[config.mk]
export PLATFORM = sky130hd
export DESIGN_NAME = maze_update_tx
export DESIGN_NICKNAME = d
export VERILOG_FILES = /design/src/rtl/maze_link_pkg.sv /design/src/rtl/maze_tx_fifo.sv /design/src/rtl/maze_update_tx.sv
export SDC_FILE = /design/constraint.sdc
export NUM_CORES = 1
export LEC_CHECK = 0
export CAP_MARGIN = 15
export CORE_MARGIN = 2
export CORE_UTILIZATION = 45
export CTS_CLUSTER_DIAMETER = 40
export CTS_CLUSTER_SIZE = 12
export DETAILED_ROUTE_END_ITERATION = 6
export PLACE_DENSITY_LB_ADDON = 0.15
export SETUP_SLACK_MARGIN = 0.02
export SLEW_MARGIN = 10
export SYNTH_ARGS = -nofsm -noshare
export SYNTH_HDL_FRONTEND = slang
export SYNTH_SLANG_ARGS = --single-unit
[constraint.sdc]
create_clock -name CLOCK_50 -period 4.92 [get_ports CLOCK_50]
set_clock_uncertainty 0.1 [all_clocks]
set_input_delay 0.984 -clock CLOCK_50 [delete_from_list [all_inputs] [get_ports CLOCK_50]]
set_output_delay 0.984 -clock CLOCK_50 [all_outputs]
set_load 0.02 [all_outputs]
[src/rtl/maze_link_pkg.sv]
// Shared definitions for the 7-bit parallel maze-update link.
// Used by the transmitter (maze_update_tx) and the RADIO_READ receiver.
package maze_link_pkg;

  localparam int X_W   = 3;
  localparam int Y_W   = 2;
  localparam int V_W   = 2;
  localparam int BUS_W = X_W + Y_W + V_W;

  localparam int BUS_V_LO = 0;
  localparam int BUS_V_HI = BUS_V_LO + V_W - 1;
  localparam int BUS_Y_LO = BUS_V_HI + 1;
  localparam int BUS_Y_HI = BUS_Y_LO + Y_W - 1;
  localparam int BUS_X_LO = BUS_Y_HI + 1;
  localparam int BUS_X_HI = BUS_X_LO + X_W - 1;

  localparam int DEF_MAX_X = 4;
  localparam int DEF_MAX_Y = 3;

  typedef struct packed {
    logic [X_W-1:0] x;
    logic [Y_W-1:0] y;
    logic [V_W-1:0] value;
  } maze_word_t;

  typedef enum logic [2:0] {
    TX_IDLE   = 3'd0,
    TX_SETUP  = 3'd1,
    TX_STROBE = 3'd2,
    TX_HOLD   = 3'd3,
    TX_GAP    = 3'd4
  } tx_state_t;

  function automatic int max4(int a, int b, int c, int d);
    int m;
    m = a;
    if (b > m) m = b;
    if (c > m) m = c;
    if (d > m) m = d;
    return m;
  endfunction

  function automatic logic [BUS_W-1:0] pack_word(
    logic [X_W-1:0] x,
    logic [Y_W-1:0] y,
    logic [V_W-1:0] value
  );
    logic [BUS_W-1:0] w;
    w = '0;
    w[BUS_X_HI:BUS_X_LO] = x;
    w[BUS_Y_HI:BUS_Y_LO] = y;
    w[BUS_V_HI:BUS_V_LO] = value;
    return w;
  endfunction

endpackage

[src/rtl/maze_tx_fifo.sv]
// Small synchronous FIFO buffering link words ahead of the framer.
// Depth must be a power of two so the pointers wrap for free.
module maze_tx_fifo
  import maze_link_pkg::*;
#(
  parameter int DEPTH = 4,
  parameter int WIDTH = BUS_W
) (
  input  logic                   clk,
  input  logic                   reset,
  input  logic                   push,
  input  logic [WIDTH-1:0]       din,
  input  logic                   pop,
  output logic [WIDTH-1:0]       dout,
  output logic                   full,
  output logic                   empty,
  output logic [$clog2(DEPTH):0] count
);

  localparam int AW = $clog2(DEPTH);
  localparam int CW = AW + 1;

  logic [WIDTH-1:0] mem [DEPTH];
  logic [AW-1:0]    wr_ptr;
  logic [AW-1:0]    rd_ptr;
  logic             do_push;
  logic             do_pop;

  assign full    = (count == CW'(DEPTH));
  assign empty   = (count == '0);
  assign do_push = push && !full;
  assign do_pop  = pop && !empty;
  assign dout    = mem[rd_ptr];

  // Storage array; contents are don't-care until written.
  always_ff @(posedge clk) begin
    if (do_push) mem[wr_ptr] <= din;
  end

  // Pointers and occupancy; reset flushes the queue.
  always_ff @(posedge clk) begin
    if (reset) begin
      wr_ptr <= '0;
      rd_ptr <= '0;
      count  <= '0;
    end else begin
      if (do_push) wr_ptr <= wr_ptr + 1'b1;
      if (do_pop)  rd_ptr <= rd_ptr + 1'b1;
      unique case ({do_push, do_pop})
        2'b10:   count <= count + 1'b1;
        2'b01:   count <= count - 1'b1;
        default: count <= count;
      endcase
    end
  end

endmodule

[src/rtl/maze_update_tx.sv]
// Maze-update link transmitter: buffers (x,y,value) updates and frames them.
// Optional odd-parity output enabled by defining MAZE_TX_PARITY_EN.
module maze_update_tx
  import maze_link_pkg::*;
#(
  parameter int FIFO_DEPTH = 4,
  parameter int SETUP_CYC  = 4,
  parameter int STROBE_CYC = 8,
  parameter int HOLD_CYC   = 4,
  parameter int GAP_CYC    = 2,
  parameter int MAX_X      = DEF_MAX_X,
  parameter int MAX_Y      = DEF_MAX_Y
) (
  input  logic             CLOCK_50,
  input  logic             reset,
  input  logic             in_valid,
  output logic             in_ready,
  input  logic [X_W-1:0]   in_x,
  input  logic [Y_W-1:0]   in_y,
  input  logic [V_W-1:0]   in_value,
  output logic [BUS_W-1:0] bus_data,
  output logic             bus_strobe,
  output logic             busy,
  output logic [7:0]       err_count
`ifdef MAZE_TX_PARITY_EN
  ,
  output logic             bus_parity
`endif
);

  localparam int CNT_MAX = max4(SETUP_CYC, STROBE_CYC,
                                HOLD_CYC, GAP_CYC);
  localparam int CNT_W   = (CNT_MAX > 1) ? $clog2(CNT_MAX) : 1;
  localparam int FCW     = $clog2(FIFO_DEPTH) + 1;

  localparam logic [CNT_W-1:0] LD_SETUP  = CNT_W'(SETUP_CYC - 1);
  localparam logic [CNT_W-1:0] LD_STROBE = CNT_W'(STROBE_CYC - 1);
  localparam logic [CNT_W-1:0] LD_HOLD   = CNT_W'(HOLD_CYC - 1);
  localparam logic [CNT_W-1:0] LD_GAP    = CNT_W'(GAP_CYC - 1);

  tx_state_t        state_q;
  tx_state_t        state_d;
  logic [CNT_W-1:0] cnt_q;
  logic [CNT_W-1:0] cnt_d;

  logic             in_bad;
  logic             take;
  logic             fifo_push;
  logic             fifo_pop;
  logic [BUS_W-1:0] fifo_din;
  logic [BUS_W-1:0] fifo_dout;
  logic             fifo_full;
  logic             fifo_empty;
  logic [FCW-1:0]   fifo_count;

  assign in_ready  = !fifo_full;
  assign take      = in_valid && in_ready;
  assign in_bad    = (int'(in_x) > MAX_X) || (int'(in_y) > MAX_Y);
  assign fifo_push = take && !in_bad;
  assign fifo_din  = pack_word(in_x, in_y, in_value);
  assign busy      = (state_q != TX_IDLE) || (fifo_count != '0);

  maze_tx_fifo #(
    .DEPTH (FIFO_DEPTH),
    .WIDTH (BUS_W)
  ) u_fifo (
    .clk   (CLOCK_50),
    .reset (reset),
    .push  (fifo_push),
    .din   (fifo_din),
    .pop   (fifo_pop),
    .dout  (fifo_dout),
    .full  (fifo_full),
    .empty (fifo_empty),
    .count (fifo_count)
  );

  // Frame state and the shared per-state down-counter.
  always_ff @(posedge CLOCK_50) begin
    if (reset) begin
      state_q <= TX_IDLE;
      cnt_q   <= '0;
    end else begin
      state_q <= state_d;
      cnt_q   <= cnt_d;
    end
  end

  // Frame sequencing: each state runs its cycle budget, then hands over.
  always_comb begin
    state_d  = state_q;
    cnt_d    = cnt_q;
    fifo_pop = 1'b0;
    unique case (state_q)
      TX_IDLE: begin
        if (!fifo_empty) begin
          state_d  = TX_SETUP;
          cnt_d    = LD_SETUP;
          fifo_pop = 1'b1;
        end
      end
      TX_SETUP: begin
        if (cnt_q == '0) begin
          state_d = TX_STROBE;
          cnt_d   = LD_STROBE;
        end else begin
          cnt_d = cnt_q - 1'b1;
        end
      end
      TX_STROBE: begin
        if (cnt_q == '0) begin
          state_d = TX_HOLD;
          cnt_d   = LD_HOLD;
        end else begin
          cnt_d = cnt_q - 1'b1;
        end
      end
      TX_HOLD: begin
        if (cnt_q == '0) begin
          state_d = TX_GAP;
          cnt_d   = LD_GAP;
        end else begin
          cnt_d = cnt_q - 1'b1;
        end
      end
      TX_GAP: begin
        if (cnt_q == '0) begin
          if (!fifo_empty) begin
            state_d  = TX_SETUP;
            cnt_d    = LD_SETUP;
            fifo_pop = 1'b1;
          end else begin
            state_d = TX_IDLE;
            cnt_d   = '0;
          end
        end else begin
          cnt_d = cnt_q - 1'b1;
        end
      end
      default: begin
        state_d = TX_IDLE;
        cnt_d   = '0;
      end
    endcase
  end

  // Bus word loads only when a word leaves the FIFO; strobe follows state.
  always_ff @(posedge CLOCK_50) begin
    if (reset) begin
      bus_data   <= '0;
      bus_strobe <= 1'b0;
    end else begin
      if (fifo_pop) bus_data <= fifo_dout;
      bus_strobe <= (state_d == TX_STROBE);
    end
  end

  // Count rejected out-of-range updates, sticking at 255.
  always_ff @(posedge CLOCK_50) begin
    if (reset) begin
      err_count <= '0;
    end else if (take && in_bad && (err_count != 8'hFF)) begin
      err_count <= err_count + 8'd1;
    end
  end

`ifdef MAZE_TX_PARITY_EN
  // Odd parity tracks bus_data, so it moves on the same pop edge.
  always_ff @(posedge CLOCK_50) begin
    if (reset) begin
      bus_parity <= 1'b1;
    end else if (fifo_pop) begin
      bus_parity <= ~^fifo_dout;
    end
  end
`endif

endmodule

# Word level (Yosys, flattened, before mapping)
# Memory sizes are Yosys's and may differ from the RTL's. A register that Yosys moved wholly into a read port is not among the register bits.
# Cells that the tools add are included.
dict set report totals {
  regBits 22
  mem_bits_rw 28
  inputBits 10
  wordCells 61
  n_memories 1
}
dict set report classes {
  addsub 6
  n_lt_le_gt_ge 1
  n_eq_ne 10
  muxes 20
  reduce_logical 16
}
# name depth width rd rd_clocked_by_memory_dff wr line
set mem_list {}
lappend mem_list {u_fifo.mem 4 7 1 1 1 maze_tx_fifo.sv:23} ;# logic [WIDTH-1:0] mem [DEPTH];
# op count
set op_table {}
lappend op_table {{$mux 3} 10}
lappend op_table {{$pmux 3 s5} 2}
lappend op_table {{$eq 3x2->1 const B} 3}
lappend op_table {{$logic_not 3->1} 3}
lappend op_table {{$add 8x1->8 const B} 1}
lappend op_table {{$ne 8x8->1 const B} 1}
lappend op_table {{$eq 3x3->1 const B} 2}
lappend op_table {{$logic_and 1x1->1} 6}
lappend op_table {{$pmux 3 s2} 1}
lappend op_table {{$reduce_bool 3->1} 2}
lappend op_table {{$sub 3x1->3 const B} 2}
lappend op_table {{$mux 1} 5}
lappend op_table {{$add 2x1->2 const B} 2}
lappend op_table {{$add 3x1->3 const B} 1}
lappend op_table {{$eq 3x1->1 const B} 1}
lappend op_table {{$gt 3x3->1 const B} 1}
lappend op_table {{$logic_not 1->1} 3}
lappend op_table {{$eq 2x1->1 const B} 1}
lappend op_table {{$eq 2x2->1 const B} 1}
lappend op_table {{$mux 2} 1}
lappend op_table {{$ne 2x2->1 const B} 1}
lappend op_table {{$pmux 1 s2} 1}
lappend op_table {{$reduce_bool 2->1} 1}
lappend op_table {{$logic_or 1x1->1} 1}

# Logic depth before layout (Yosys ltp)
# Gate-level depths: netlist of the first run.
dict set report depth {
  depth_word 7
  ltp_mapped 13
  mapped_depth_nobuf 12
}

# By module
# A second synthesis of the first run with hierarchy kept.
dict set report unflattened {
  hier_cells 214
  hier_area_um2 2595.0
}
# mod n_inst cells_per_inst area_each_um2 seq_area_each_um2
set by_module_without_submodules {}
lappend by_module_without_submodules {maze_tx_fifo 1 91 1487.7 1021.0}
lappend by_module_without_submodules {maze_update_tx 1 123 1107.3 440.4}

# Least setup slack after synthesis of the first run
# OpenSTA, ideal clock, no wires.
dict set report synth_path {
  kind {input port to flip-flop}
  start {in in_x[1]}
  end {reg u_fifo.count[2]}
  arrival_ps 2553
  slack_ps 2197
  cell_stages 10
  path_buffers 1
  cell_sequence {o21ai_0 and3_1 clkbuf_1 inv_1 ha_1 inv_1 fa_1 xor2_1 or3_1 a21oi_1}
}
dict set report synth_between {
  elab_chain_cells 6
  word_cells_on_any_way 8
  cone_classes {1 x order compare; 2 x eq/ne; 1 x mux; 4 x reduce/logical}
}
# element line
set synth_lines {}
lappend synth_lines {{start, declared} maze_update_tx.sv:18} ;# input logic [X_W-1:0] in_x,
lappend synth_lines {{$gt 3x3->1 *} maze_update_tx.sv:58} ;# assign in_bad = (int'(in_x) > MAX_X) || (int'(in_y) > MAX_Y);
lappend synth_lines {{$logic_not 1->1 *} maze_update_tx.sv:59} ;# assign fifo_push = take && !in_bad;
lappend synth_lines {{$logic_and 1x1->1 *} maze_update_tx.sv:59}
lappend synth_lines {{$logic_and 1x1->1 *} maze_tx_fifo.sv:31} ;# assign do_push = push && !full;
lappend synth_lines {{$eq 2x1->1 or $eq 2x2->1 (tied branches)} maze_tx_fifo.sv:49} ;# unique case ({do_push, do_pop})
lappend synth_lines {{$pmux 3 s2 or $reduce_bool 2->1 (tied branches)} --}
lappend synth_lines {{end signal, assigned} maze_tx_fifo.sv:50} ;# 2'b10: count <= count + 1'b1;
lappend synth_lines {{end signal, assigned} maze_tx_fifo.sv:51} ;# 2'b01: count <= count - 1'b1;
lappend synth_lines {{end signal, assigned} maze_tx_fifo.sv:52} ;# default: count <= count;
lappend synth_lines {{end, declared} maze_tx_fifo.sv:17} ;# output logic [$clog2(DEPTH):0] count
# Every way passes the cells marked *; elsewhere a longest branch is shown, timed or not.
# A chain may end at the register's enable or synchronous reset.

# Final worst setup path of the first run
dict set report layout_path {
  start {reg u_fifo.count[0]}
  end {out busy}
}
dict set report layout_between {
  elab_chain_cells 2
}
# element line
set layout_lines {}
lappend layout_lines {{$reduce_bool 3->1} maze_update_tx.sv:61} ;# assign busy = (state_q != TX_IDLE) || (fifo_count != '0);
lappend layout_lines {{$logic_or 1x1->1} maze_update_tx.sv:61}
lappend layout_lines {{end, declared} maze_update_tx.sv:23} ;# output logic busy,
# Every way passes these cells.

==> Flow_metrics.wiki, run 1 <==
{| class="wikitable"
! Metric !! Value
|-
| Antenna violations before repair || 0
|-
| Cells after Synth || 214
|-
| Share of the synthesized area in the top cell type || 34.0%
|-
| Internal power || 1.11 mW
|-
| Gr ovfl total || 0
|-
| Net count of the finished layout || 261
|-
| Tot GR Track Use || 16.4%
|-
| Vias per cell || 5.23
|-
| Maximum operating frequency || 306 MHz
|-
| Status || finished, final reports clean
|-
| Most instantiated flip-flop cell in the synthesis netlist || sky130_fd_sc_hd__dfxtp_1
|-
| Detailed placer's ending HPWL || 2970 um
|-
| # diodes || 0
|-
| Transition time at the pin with the least slew margin || 1.09 ns
|-
| Detailed-route DRC error count || 0
|-
| Final setup violation count || 0
|-
| Clock Latency Late Sink || 0.33 ns
|-
| Max H-tree Level || 3
|-
| Reg clk slew, reported paths || 0.07 ns
|-
| Worst vdd rail ir drop || 0.000275 V
|-
| Total Neg Setup Slack || 0 ns
|-
| Worst hold path class || flop to flop
|-
| Number of violations of the max-capacitance limit || 0
|-
| Post-cts gate resize count || 0
|-
| Count of pins on the block boundary || 28
|-
| Net switching power figure || 561 uW
|-
| Net count after synthesis || 234
|-
| Startpoint Class || flop
|-
| Sequential fraction of design power || 38.1%
|-
| Switching share of power || 33.5%
|-
| Post-synthesis cell area || 2470 um^2
|-
| Pre-antenna DRT Iters || 4
|-
| Compound-gate portion of the synthesized area || 10.4%
|-
| Leakage power || 1.05 nW
|-
| Portion of total power attributed to the clock network || 29.2%
|-
| Post-Synth Adder-Cell Area || 5.36%
|-
| Dominant cell type by area after synthesis || sky130_fd_sc_hd__edfxtp_1
|-
| Biggest fanout along the worst timing path || 9
|-
| Root buffer cell || sky130_fd_sc_hd__clkbuf_8
|-
| Count of buffers from port buffering || 27
|-
| Met1 Resource Use GR || 22.4%
|-
| Mean area per synthesized cell || 11.6 um^2
|-
| Data required time of the critical path || 3.84 ns
|-
| Placement row count || 26
|-
| Pwr per Cell Area || 557 nW/um^2
|-
| Sequential-to-total area share from yosys stat || 57.5%
|-
| Post-route antenna net violation count || 0
|-
| Area contributors post-synth || sky130_fd_sc_hd__edfxtp_1 (34%), sky130_fd_sc_hd__dfxtp_1 (23%), sky130_fd_sc_hd__mux4_2 (6.4%)
|-
| Routed length per placed instance || 14.1 um
|-
| Wire length after detailed routing || 4440 um
|-
| Die Width || 78.1 um
|-
| Layout filler cell count || 466
|-
| RSZ-0062 raised after global routing || no
|-
| Die Y-Extent || 78.1 um
|-
| Hold buffer count at cts || 0
|-
| CTS Buf Count || 9
|-
| Largest family of logic cells by synthesized area || simple AND/OR/NAND/NOR gates
|-
| Global-route wire length before repair || 7640 um
|-
| Final number of max-transition violations || 0
|-
| Post-CTS setup buffer count || 0
|-
| Fraction of synthesized area in multiplexers || 6.78%
|-
| Number of distinct standard cells referenced by the synthesized netlist || 41
|-
| Yosys warning total || 0
|-
| Category of the worst setup path capture point || output port
|-
| Arr. time, crit path || 2.18 ns
|-
| Clock tree from TritonCTS || built
|-
| Leading cell types by count after synthesis || sky130_fd_sc_hd__dfxtp_1 (29), sky130_fd_sc_hd__edfxtp_1 (28), sky130_fd_sc_hd__nand2_1 (22), sky130_fd_sc_hd__a21oi_1 (20), sky130_fd_sc_hd__nor2_1 (15)
|-
| Global-route met2 utilization || 24.1%
|-
| Combinational group share of total power || 32.7%
|-
| Hold Violations, Final || 0
|-
| Register bit count reported by yosys || 57
|-
| Number of enable-type register cells in the synthesized netlist || 28
|-
| Synth Area in Simple Gates || 13.6%
|-
| Global placement routability congestion || 0.741
|-
| Longest Clk Path Bufs || 2
|-
| DR iter-0 viols || 42
|-
| Met3 Usage GRT || 4.02%
|-
| Class of the most critical setup path || flop to output port
|-
| Starting density of the core || 47.5%
|-
| Share of flip-flops with an asynchronous set or reset || 0%
|-
| Vias in the first global route || 1605
|-
| Final total power || 1.68 mW
|-
| Largest net degree at the start of global routing || 30
|-
| Max_slew headroom || 27.4%
|-
| Area added between synthesis and finish || 21.6%
|-
| Area inside the core boundary || 5200 um^2
|-
| Xor-xnor portion of the synthesized cell area || 2.48%
|-
| Period utilisation layout || 66.3%
|-
| Final critical delay including setup and external delays || 3.26 ns
|-
| Busiest grt layer || met2
|-
| Top-count cell post-synth || sky130_fd_sc_hd__dfxtp_1
|-
| Number of sinks handled by clock tree synthesis || 57
|-
| Layout cells sized above 1 || 11.0%
|-
| Die area || 6110 um^2
|-
| Vias || 1654
|}
-- flip-flops by register name, summed over array words and instances, names as in the netlist --
register and cells:
cnt_q 3, u_fifo.mem 28, err_count 8, u_fifo.rd_ptr 2
u_fifo.wr_ptr 2, u_fifo.count 3, bus_data 7, state_q 3
bus_strobe 1
-- logic make-up (layout without fill, tap and decap cells) --
kind of cell / after synthesis / in the layout
simple gates: 67 / 67
fa+ha+maj: 10 / 10
xor+xnor: 7 / 7
mux: 8 / 8
flops: 57 / 57
buf+inv: 24 / 56
compound gates: 41 / 41
-- final timing paths --
path,start,end,slack [ns],cells after the start
worst max register to register,cnt_q[0]$_SDFFE_PP0P_,u_fifo.count[2]$_SDFFE_PP0P_,1.87,12
worst min-delay path,bus_data[4]$_SDFFE_PP0N_,bus_data[4]$_SDFFE_PP0N_,0.35,2
worst min register to register,bus_data[4]$_SDFFE_PP0N_,bus_data[4]$_SDFFE_PP0N_,0.35,2
worst max-delay path,u_fifo.count[0]$_SDFFE_PP0P_,busy,1.66,3
-- layout by cell type (no fill, tap or decap), types with 2 or more instances in the layout --
master,synthesis,routed
sky130_fd_sc_hd__a21oi_1,20,20
sky130_fd_sc_hd__and2_1,4,4
sky130_fd_sc_hd__and3_1,2,2
sky130_fd_sc_hd__bufinv_16,0,2
sky130_fd_sc_hd__clkbuf_8,0,9
sky130_fd_sc_hd__clkdlybuf4s50_1,0,27
sky130_fd_sc_hd__clkinv_4,0,3
sky130_fd_sc_hd__dfxtp_1,29,29
sky130_fd_sc_hd__edfxtp_1,28,28
sky130_fd_sc_hd__ha_1,9,9
sky130_fd_sc_hd__inv_1,12,12
sky130_fd_sc_hd__mux4_2,7,7
sky130_fd_sc_hd__nand2_1,22,22
sky130_fd_sc_hd__nand3_1,6,6
sky130_fd_sc_hd__nand4_1,2,2
sky130_fd_sc_hd__nor2_1,15,15
sky130_fd_sc_hd__nor3b_1,2,2
sky130_fd_sc_hd__o21a_1,2,2
sky130_fd_sc_hd__o21ai_0,7,7
sky130_fd_sc_hd__o31ai_1,3,3
sky130_fd_sc_hd__o32ai_1,2,2
sky130_fd_sc_hd__or3_1,5,5
sky130_fd_sc_hd__or4_1,3,3
sky130_fd_sc_hd__xnor2_1,2,2
sky130_fd_sc_hd__xor2_1,5,5
-- metal layers --
layer | part of all wire (%) | wire [um] | vias up
li1 | - | - | 825
met1 | 49 | 2180 | 786
met2 | 45 | 1990 | 35
met3 | 4.3 | 189 | 8
met4 | 1.7 | 77 | 0
met5 | 0 | 0 | -
-- per-stage QoR --
stage          util [%]  cell area, um^2  std cells  hold slack, ns  worst slack (ns)
6_report           57.8             3010        316           0.354              1.66
5_1_grt            57.8             3010        316           0.373              1.57
4_1_cts            57.8             3010        316           0.355              1.65
3_5_place_dp       53.4             2780        300           0.346              1.47
3_3_place_gp       53.4             2780        300           0.342              1.56
2_1_floorplan         -             2470        214           0.361              2.20
-- layout make-up --
cell class,count,area (um^2),area share (%)
tap,70,87.6,2.91
inverter,13,48.8,1.62
multi-input combinational,133,953,31.7
timing repair buffer,27,270,8.99
sequential,57,1420,47.3
clock buffer,9,124,4.12
clock inverter,7,103,3.41
-- power groups by stage --
stage / combinational, mW / sequential [mW] / clock, mW
after floorplan: 0.395 / 0.652 / 0
after CTS: 0.552 / 0.639 / 0.501
final: 0.548 / 0.638 / 0.489
after detailed placement: 0.550 / 0.650 / 0
after global placement: 0.544 / 0.647 / 0
after global routing: 0.612 / 0.653 / 0.524
-- worst max-delay path, stage by stage, from the launching register on --
cell	delay, ns
sky130_fd_sc_hd__dfxtp_1	0.34
sky130_fd_sc_hd__or3_1	0.52
sky130_fd_sc_hd__or3_4	0.44
sky130_fd_sc_hd__clkdlybuf4s50_1	0.54
Note: power is estimated with default switching activity, not from simulation.
==> run 2: changes to the inputs <==
clock period = 3.2 ns   (was 4.92 ns; I/O delays follow)
==> Flow_metrics.wiki, run 2 (same netlist as run 1, synthesis figures left out) <==
{| class="wikitable"
! Metric !! Value
|-
| Status || finished, final reports clean
|-
| Most flops, register || u_fifo.mem
|-
| Critical path's largest stage delay || 0.54 ns
|-
| Gr ovfl total || 0
|-
| Placement row count || 26
|-
| Post-cts gate resize count || 0
|-
| Area inside the core boundary || 5200 um^2
|-
| Startpoint Class || flop
|-
| Number of cells traversed by the worst register-to-register path || 12
|-
| Wire length after detailed routing || 4400 um
|-
| Category of the worst setup path capture point || output port
|-
| Final setup violation count || 0
|-
| Global-route wire length before repair || 7470 um
|-
| Biggest fanout along the worst timing path || 9
|-
| Longest Clk Path Bufs || 2
|-
| Area added between synthesis and finish || 22.8%
|-
| Crit-path cells || or3_1, or3_4, clkdlybuf4s50_1
|-
| Hold buffer count at cts || 0
|-
| Hold Violations, Final || 0
|-
| Layout filler cell count || 437
|-
| Final critical delay including setup and external delays || 2.92 ns
|-
| Transition time at the pin with the least slew margin || 0.579 ns
|-
| Pwr per Cell Area || 850 nW/um^2
|-
| Class of the most critical setup path || flop to output port
|-
| Antenna violations before repair || 0
|-
| DR iter-0 viols || 82
|-
| Cell area after layout || 3040 um^2
|-
| Number of sinks handled by clock tree synthesis || 57
|-
| CTS Buf Count || 9
|-
| Reg clk slew, reported paths || 0.06 ns
|-
| Total Neg Setup Slack || 0 ns
|-
| Final Non-Filler Cells || 322
|-
| Vias || 1665
|-
| Final total power || 2.58 mW
|-
| Post-CTS setup buffer count || 0
|-
| Maximum operating frequency || 343 MHz
|-
| Worst hold path class || flop to flop
|-
| Max FFs per register || 28
|-
| Vias in the first global route || 1573
|-
| Arr. time, crit path || 2.18 ns
|-
| Count of buffers from port buffering || 27
|-
| Detailed-route DRC error count || 0
|-
| Routed length per placed instance || 13.7 um
|-
| Root buffer cell || sky130_fd_sc_hd__clkbuf_8
|-
| Tot GR Track Use || 15.9%
|-
| Cell depth of the worst setup path || 3
|-
| Register-to-register setup slack || 0.56 ns
|-
| Layout cells sized above 1 || 12.7%
|-
| RSZ-0062 raised after global routing || no
|-
| Family of cells with the greatest summed delay on the critical path || simple AND/OR/NAND/NOR gates
|-
| Sum of buffers and inverters on the critical path || 1
|-
| Final hold slack || 0.357 ns
|-
| Pre-antenna DRT Iters || 4
|-
| Die Width || 78.1 um
|-
| Period utilisation layout || 91.2%
|-
| Vias per cell || 5.17
|-
| Data required time of the critical path || 2.46 ns
|-
| Detailed placer's ending HPWL || 2950 um
|-
| # diodes || 0
|-
| Clock tree from TritonCTS || built
|-
| Placed inst area || 2830 um^2
|-
| Largest net degree at the start of global routing || 17
|-
| Regs by FF count || u_fifo.mem x28, err_count x8, bus_data x7
|-
| Slowest cell on the critical path || sky130_fd_sc_hd__clkdlybuf4s50_1
|-
| Number of violations of the max-capacitance limit || 0
|-
| Total instance count after detailed placement || 306
|-
| Worst vdd rail ir drop || 0.000436 V
|-
| Die area || 6110 um^2
|-
| Count of pins on the block boundary || 28
|-
| Die Y-Extent || 78.1 um
|-
| Max_slew headroom || 61.4%
|-
| Final number of max-transition violations || 0
|-
| Starting density of the core || 47.5%
|-
| Commonest non-fill, non-tap cell in the layout || sky130_fd_sc_hd__dfxtp_1
|-
| Max H-tree Level || 3
|-
| Highest-count cells in the layout ignoring fill and taps || sky130_fd_sc_hd__dfxtp_1 (29), sky130_fd_sc_hd__edfxtp_1 (28), sky130_fd_sc_hd__clkdlybuf4s50_1 (27)
|-
| Net count of the finished layout || 267
|-
| Clock Latency Late Sink || 0.33 ns
|-
| Post-route antenna net violation count || 0
|-
| Global placement routability congestion || 0.749
|-
| Worst Hold Depth || 2
|-
| Leakage power || 1.07 nW
|}
run 2: layout make-up:
class	count	area [um^2]	area share (%)
clock buffers	10	128	4.20
clock inverters	6	82.6	2.72
flip-flops and latches	57	1420	46.8
repair buffers	33	315	10.4
inverters	13	48.8	1.61
well taps	70	87.6	2.88
multi-input cells	133	953	31.4
run 2: power by group:
group | total, mW | internal (mW) | switching [mW]
Sequential | 0.982 | 0.885 | 0.0966
Clock | 0.715 | 0.434 | 0.281
Combinational | 0.884 | 0.416 | 0.468
run 2: worst reg2reg max path: cells and delay by family (launching register included):
family | cells | cell delay (ns)
adder cells (fa/ha/maj) | 4 | 0.88
AND/OR/NAND/NOR | 3 | 0.72
flip-flops | 1 | 0.31
buffers and inverters | 3 | 0.26
XOR/XNOR | 1 | 0.16
AO/OA/AOI/OAI | 1 | 0.14
run 2: through the flow:
stage	util (%)	setup WS, ns
after detailed placement	54.3	0.165
after floorplan	-	0.480
after CTS	58.3	0.265
after global routing	58.3	0.205
after global placement	54.3	0.238
final	58.3	0.280
run 2: routing by layer:
| metal | global-route usage [%] | up-vias | share of wire, % |
|---|---|---|---|
| met5 | 0 | - | 0 |
| met4 | 8.42 | 0 | 2.4 |
| met3 | 3.91 | 12 | 3.3 |
| met2 | 23.5 | 31 | 44 |
| met1 | 21.7 | 781 | 51 |
| li1 | - | 841 | - |
run 2: final timing paths:
path	to	start
worst max-delay path	busy	u_fifo.count[0]$_SDFFE_PP0P_
worst min register to register	bus_data[4]$_SDFFE_PP0N_	bus_data[4]$_SDFFE_PP0N_
worst min-delay path	bus_data[4]$_SDFFE_PP0N_	bus_data[4]$_SDFFE_PP0N_
worst max register to register	u_fifo.count[2]$_SDFFE_PP0P_	cnt_q[0]$_SDFFE_PP0P_
==> run 3: changes to the inputs <==
clock period = 2.8 ns   (was 3.2 ns; I/O delays follow)
==> Flow_metrics.wiki, run 3 (same netlist as run 1, synthesis figures left out) <==
{| class="wikitable"
! Metric !! Value
|-
| Highest-count cells in the layout ignoring fill and taps || sky130_fd_sc_hd__dfxtp_1 (29), sky130_fd_sc_hd__edfxtp_1 (28), sky130_fd_sc_hd__clkdlybuf4s50_1 (27)
|-
| Category of the worst setup path capture point || output port
|-
| Die area || 6110 um^2
|-
| Post-route setup slack || 0.0997 ns
|-
| Max_slew headroom || 57.5%
|-
| Layout cells sized above 1 || 12.8%
|-
| Arr. time, crit path || 2.04 ns
|-
| Vias || 1686
|-
| Post-route antenna net violation count || 0
|-
| Transition time at the pin with the least slew margin || 0.636 ns
|-
| Layout filler cell count || 455
|-
| Commonest non-fill, non-tap cell in the layout || sky130_fd_sc_hd__dfxtp_1
|-
| DR iter-0 viols || 77
|-
| Detailed placer's ending HPWL || 3060 um
|-
| Area taken by multi-input logic gates || 953 um^2
|-
| Max FFs per register || 28
|-
| Placement row count || 26
|-
| Root buffer cell || sky130_fd_sc_hd__clkbuf_8
|-
| Regs by FF count || u_fifo.mem x28, err_count x8, bus_data x7
|-
| Leakage power || 1.07 nW
|-
| Post-CTS setup buffer count || 0
|-
| Routed length per placed instance || 13.3 um
|-
| Largest net degree at the start of global routing || 18
|-
| Count of pins on the block boundary || 28
|-
| DR WL met2 || 1950 um
|-
| Pwr per Cell Area || 921 nW/um^2
|-
| Max H-tree Level || 3
|-
| Family of cells with the greatest summed delay on the critical path || simple AND/OR/NAND/NOR gates
|-
| Antenna violations before repair || 0
|-
| Met3 WL || 243 um
|-
| Class of the most critical setup path || flop to output port
|-
| Sum of routed wire segments on met1 || 2060 um
|-
| Status || finished, final reports clean
|-
| Highest routed layer || met4
|-
| Global placement routability congestion || 0.741
|-
| Period utilisation layout || 96.4%
|-
| Longest Clk Path Bufs || 2
|-
| Area inside the core boundary || 5200 um^2
|-
| Number of sinks handled by clock tree synthesis || 57
|-
| Count of buffers from port buffering || 27
|-
| CTS Buf Count || 9
|-
| Place WS || -0.0315 ns
|-
| Worst vdd rail ir drop || 0.000469 V
|-
| Crit-path cells || or3_1, or3_4, clkdlybuf4s50_1
|-
| Pre-antenna DRT Iters || 4
|-
| Data required time of the critical path || 2.14 ns
|-
| Reg clk slew, reported paths || 0.06 ns
|-
| Clock Latency Late Sink || 0.33 ns
|-
| Critical path's largest stage delay || 0.54 ns
|-
| Starting density of the core || 47.5%
|-
| Number of violations of the max-capacitance limit || 0
|-
| Most flops, register || u_fifo.mem
|-
| Area added between synthesis and finish || 22.0%
|-
| Clock tree from TritonCTS || built
|-
| Biggest fanout along the worst timing path || 4
|-
| Maximum operating frequency || 370 MHz
|-
| Die Y-Extent || 78.1 um
|-
| Final number of max-transition violations || 0
|-
| Sequential standard cell area || 1420 um^2
|-
| Final cell utilization of the core || 58.0%
|-
| Gr ovfl total || 0
|-
| Die Width || 78.1 um
|-
| Sum of buffers and inverters on the critical path || 1
|-
| Vias in the first global route || 1625
|-
| Tot GR Track Use || 16.0%
|-
| Hold buffer count at cts || 0
|-
| # diodes || 0
|-
| Net count of the finished layout || 272
|-
| Final critical delay including setup and external delays || 2.70 ns
|-
| Global-route wire length before repair || 7420 um
|-
| Startpoint Class || flop
|-
| Wire length after detailed routing || 4360 um
|-
| Vias per cell || 5.16
|-
| Final setup violation count || 0
|-
| Slowest cell on the critical path || sky130_fd_sc_hd__clkdlybuf4s50_1
|-
| Post-cts gate resize count || 0
|-
| Worst hold path class || flop to flop
|-
| Detailed-route DRC error count || 0
|-
| Hold Violations, Final || 0
|-
| RSZ-0062 raised after global routing || no
|}
## run 3: cell count changes in the layout (fill, tap and decap cells not counted)
cell and delta:
sky130_fd_sc_hd__buf_4 +5, sky130_fd_sc_hd__bufinv_16 -2, sky130_fd_sc_hd__clkinv_2 -1, sky130_fd_sc_hd__clkinvlp_4 -1, sky130_fd_sc_hd__clkinv_1 +4
## run 3: layout make-up
| class | instances | share of cell area [%] |
|---|---|---|
| Clock inverter | 6 | 0.830 |
| Clock buffer | 10 | 4.23 |
| Sequential cell | 57 | 47.1 |
| Inverter | 13 | 1.62 |
| Timing Repair Buffer | 38 | 11.7 |
| Multi-Input combinational cell | 133 | 31.6 |
| Tap cell | 70 | 2.90 |
## run 3: power by group
group          leakage (nW)  switching (mW)  internal (mW)  total, mW
clock                0.0800           0.302          0.305      0.607
sequential            0.492           0.108           1.01       1.12
combinational         0.501           0.541          0.510       1.05
## run 3: worst min-delay path, cell delays in order, from the launching register on
cell and delay, ns:
sky130_fd_sc_hd__dfxtp_1 0.31, sky130_fd_sc_hd__nand2_1 0.05, sky130_fd_sc_hd__a21oi_1 0.05
## run 3: per-layer routing
layer | vias to the layer above | global-route usage, %
li1 | 846 | -
met1 | 780 | 20.3
met2 | 50 | 24.6
met3 | 10 | 4.71
met4 | 0 | 8.95
met5 | - | 0
## run 3: path summary, 6_finish.rpt
kind / start / end / slack, ns / cells after the start
setup / recovery: u_fifo.count[0]$_SDFFE_PP0P_ / busy / 0.1 / 3
hold reg to reg: bus_data[3]$_SDFFE_PP0N_ / bus_data[3]$_SDFFE_PP0N_ / 0.35 / 2
setup reg to reg: cnt_q[0]$_SDFFE_PP0P_ / u_fifo.count[2]$_SDFFE_PP0P_ / 0.28 / 12
hold / removal: bus_data[3]$_SDFFE_PP0N_ / bus_data[3]$_SDFFE_PP0N_ / 0.35 / 2
## run 3: per-stage QoR
stage	power [mW]	instance area [um^2]	cells	TNS, ns	hold slack [ns]
after global placement	2.18	2860	311	0	0.343
after detailed placement	2.19	2860	311	-0.0315	0.347
final	2.78	3020	327	0	0.353
after CTS	2.80	3020	327	0	0.355
after floorplan	1.84	2470	214	0	0.361
after global routing	2.98	3020	327	0	0.367
==> edit: new RTL, config.mk and constraints of run 1 <==
Change the parameter `STROBE_CYC` from 8 to 4.
--- a/src/rtl/maze_update_tx.sv
+++ b/src/rtl/maze_update_tx.sv
@@ -5,7 +5,7 @@
 #(
   parameter int FIFO_DEPTH = 4,
   parameter int SETUP_CYC  = 4,
-  parameter int STROBE_CYC = 8,
+  parameter int STROBE_CYC = 4,
   parameter int HOLD_CYC   = 4,
   parameter int GAP_CYC    = 2,
   parameter int MAX_X      = DEF_MAX_X,
Behaviour: same outputs for any inputs over 10 cycles, from zero or initial values and one cycle with reset high; that may be too few to reach the edited logic, so the function may still have changed.
==> edit against run 1 <==
- first-iteration DRC count increased by 140%
- core utilization down 3.1 points
- sequential cell count is 1 lower
- non-clock buffer count did not move
- area after synthesis is 1.1% lower
- wire length up 0.68%
- cell count fell by 7.3%
- worst setup slack improved by 0.17 ns
- total power decreased by 18%
- design area decreased by 5.9%
==> edit: results (changes against run 1) <==
post-DP HPWL = 3077 um (+3.6%)
GR Util met1 = 20.32% (-2.1 points)
Async SR Flop Fraction = 0% (unchanged)
worst-path maximum fanout = 7 (-2)
synth cell count leaders = 28 x dfxtp_1, 28 x edfxtp_1, 17 x nor2_1, 11 x a21oi_1, 10 x inv_1
met2 global-route usage = 25.60% (+1.5 points)
Net Count, Synth = 219 (-6.4%)
Least-Margin Pin Slew = 1.054 ns (-0.03262 ns)
routed wire length = 4470 um (+0.68%)
MaxCap Viol Count = 0 (unchanged)
layout net count = 241 (-7.7%)
Main synth FF type = edfxtp_1
DR iter-0 viols = 100 (+140%)
Clock transition at path regs = 0.10 ns (+0.03 ns)
register area share after synthesis = 57.26% (-0.20 points)
Cell variety after synth = 39 (-4.9%)
post-CTS setup buffers = 0 (unchanged)
HP Start = err_count[7]
switching share of power = 34.73% (+1.2 points)
Num CTS Buffers = 5 (-4)
cells taking the most area after synthesis = edfxtp_1 34%, dfxtp_1 23%, mux4_2 6.4%
crit path from = in_x[2]
met2 wire length = 2171 um (+8.9%)
Synth Area in Adders = 4.908% (-0.45 points)
met3 Usage GRT = 3.256% (-0.77 points)
vias = 1587 (-4.1%)
CP Data Arrival Time = 3.22 ns (+1.04 ns)
vias in the first global route = 1523 (-5.1%)
Detail Route met3 WL = 190 um (+0.53%)
largest net degree at the start of global routing = 29 (-3.3%)
compound-gate portion of the synthesized area = 8.078% (-2.3 points)
HP Class = flip-flop to flip-flop
worst vdd ir = 191.4 uV (-30%)
initial antenna violation count = 0 (unchanged)
global route total overflow = 0 (unchanged)
Total GRT Usage = 15.89% (-0.52 points)
Static Leak = 0.0009988 uW (-4.9%)
DP Area = 2740 um2 (-1.5%)
run status = finished clean
CTS Buffer Depth = 2 (unchanged)
layout cells sized above 1 = 7.623% (-3.4 points)
Worst-Skew Late Latency = 0.31 ns (-0.02 ns)
Worst Reg-to-Reg Cells = 11 (-1)
R2R Path Start = cnt_q[0]
Highest Signal Layer = met4
Hold Path Sink = err_count[7]
slowest CP cell = clkdlybuf4s50_1
GPL Wtd Cong = 0.7620 (+2.8%)
Post-Synth XOR/XNOR Area = 2.863% (+0.38 points)
Post-Route M1 WL = 2015 um (-7.6%)
multiplexer share of the synthesized area = 10.12% (+3.3 points)
global-route wire length before repair = 7355 um (-3.7%)
Max H-tree Level = 2 (-1)
R2R setup slack = 1.87 ns (about the same)
[edit: metrics by stage]
| step | total power [uW] | util (%) | cells | setup slack (ns) | hold WS [ns] |
|---|---|---|---|---|---|
| floorplan | 987.4 | - | 200 | 2.244 | 0.3692 |
| global placement | 1099 | 52.98 | 285 | 1.611 | 0.3754 |
| detailed placement | 1137 | 52.98 | 285 | 1.502 | 0.3879 |
| CTS | 1384 | 54.69 | 293 | 1.827 | 0.4069 |
| global route | 1462 | 54.69 | 293 | 1.642 | 0.4381 |
| finish | 1373 | 54.69 | 293 | 1.828 | 0.4009 |
[edit: critical path: cells and delay by family]
kind / cells / cell delay (ns)
buffers and inverters: 3 / 0.70
and+or+nand+nor: 2 / 0.57
adders and majority gates: 2 / 0.55
AOI/OAI and AO/OA: 2 / 0.25
xor gates and xnor gates: 1 / 0.16
[edit: final cells by class]
| type | instances | area [um2] |
|---|---|---|
| Sequential cell | 56 | 1401 |
| Tap cell | 70 | 87.58 |
| Inverter | 11 | 41.29 |
| Clock buffer | 6 | 72.57 |
| Multi-Input combinational cell | 121 | 939.7 |
| Fill cell | 444 | 2344 |
| Timing Repair Buffer | 27 | 270.3 |
| Clock inverter | 2 | 16.27 |
[edit: worst max path at each step]
stage	endpoint	slack [ns]	cells after the start
after detailed placement	u_fifo.count[2]	1.50	10
after global routing	u_fifo.count[2]	1.64	11
after CTS	u_fifo.count[2]	1.83	10
final	u_fifo.count[2]	1.83	10
after floorplan	u_fifo.count[2]	2.24	10
after global placement	u_fifo.count[2]	1.61	10
[edit: power by group through the flow]
stage | clock, uW | combinational (uW) | sequential (uW)
after floorplan | 0 | 358 | 629
after global placement | 0 | 468 | 630
after detailed placement | 0 | 501 | 636
after CTS | 255 | 503 | 625
after global routing | 272 | 554 | 636
final | 250 | 499 | 623
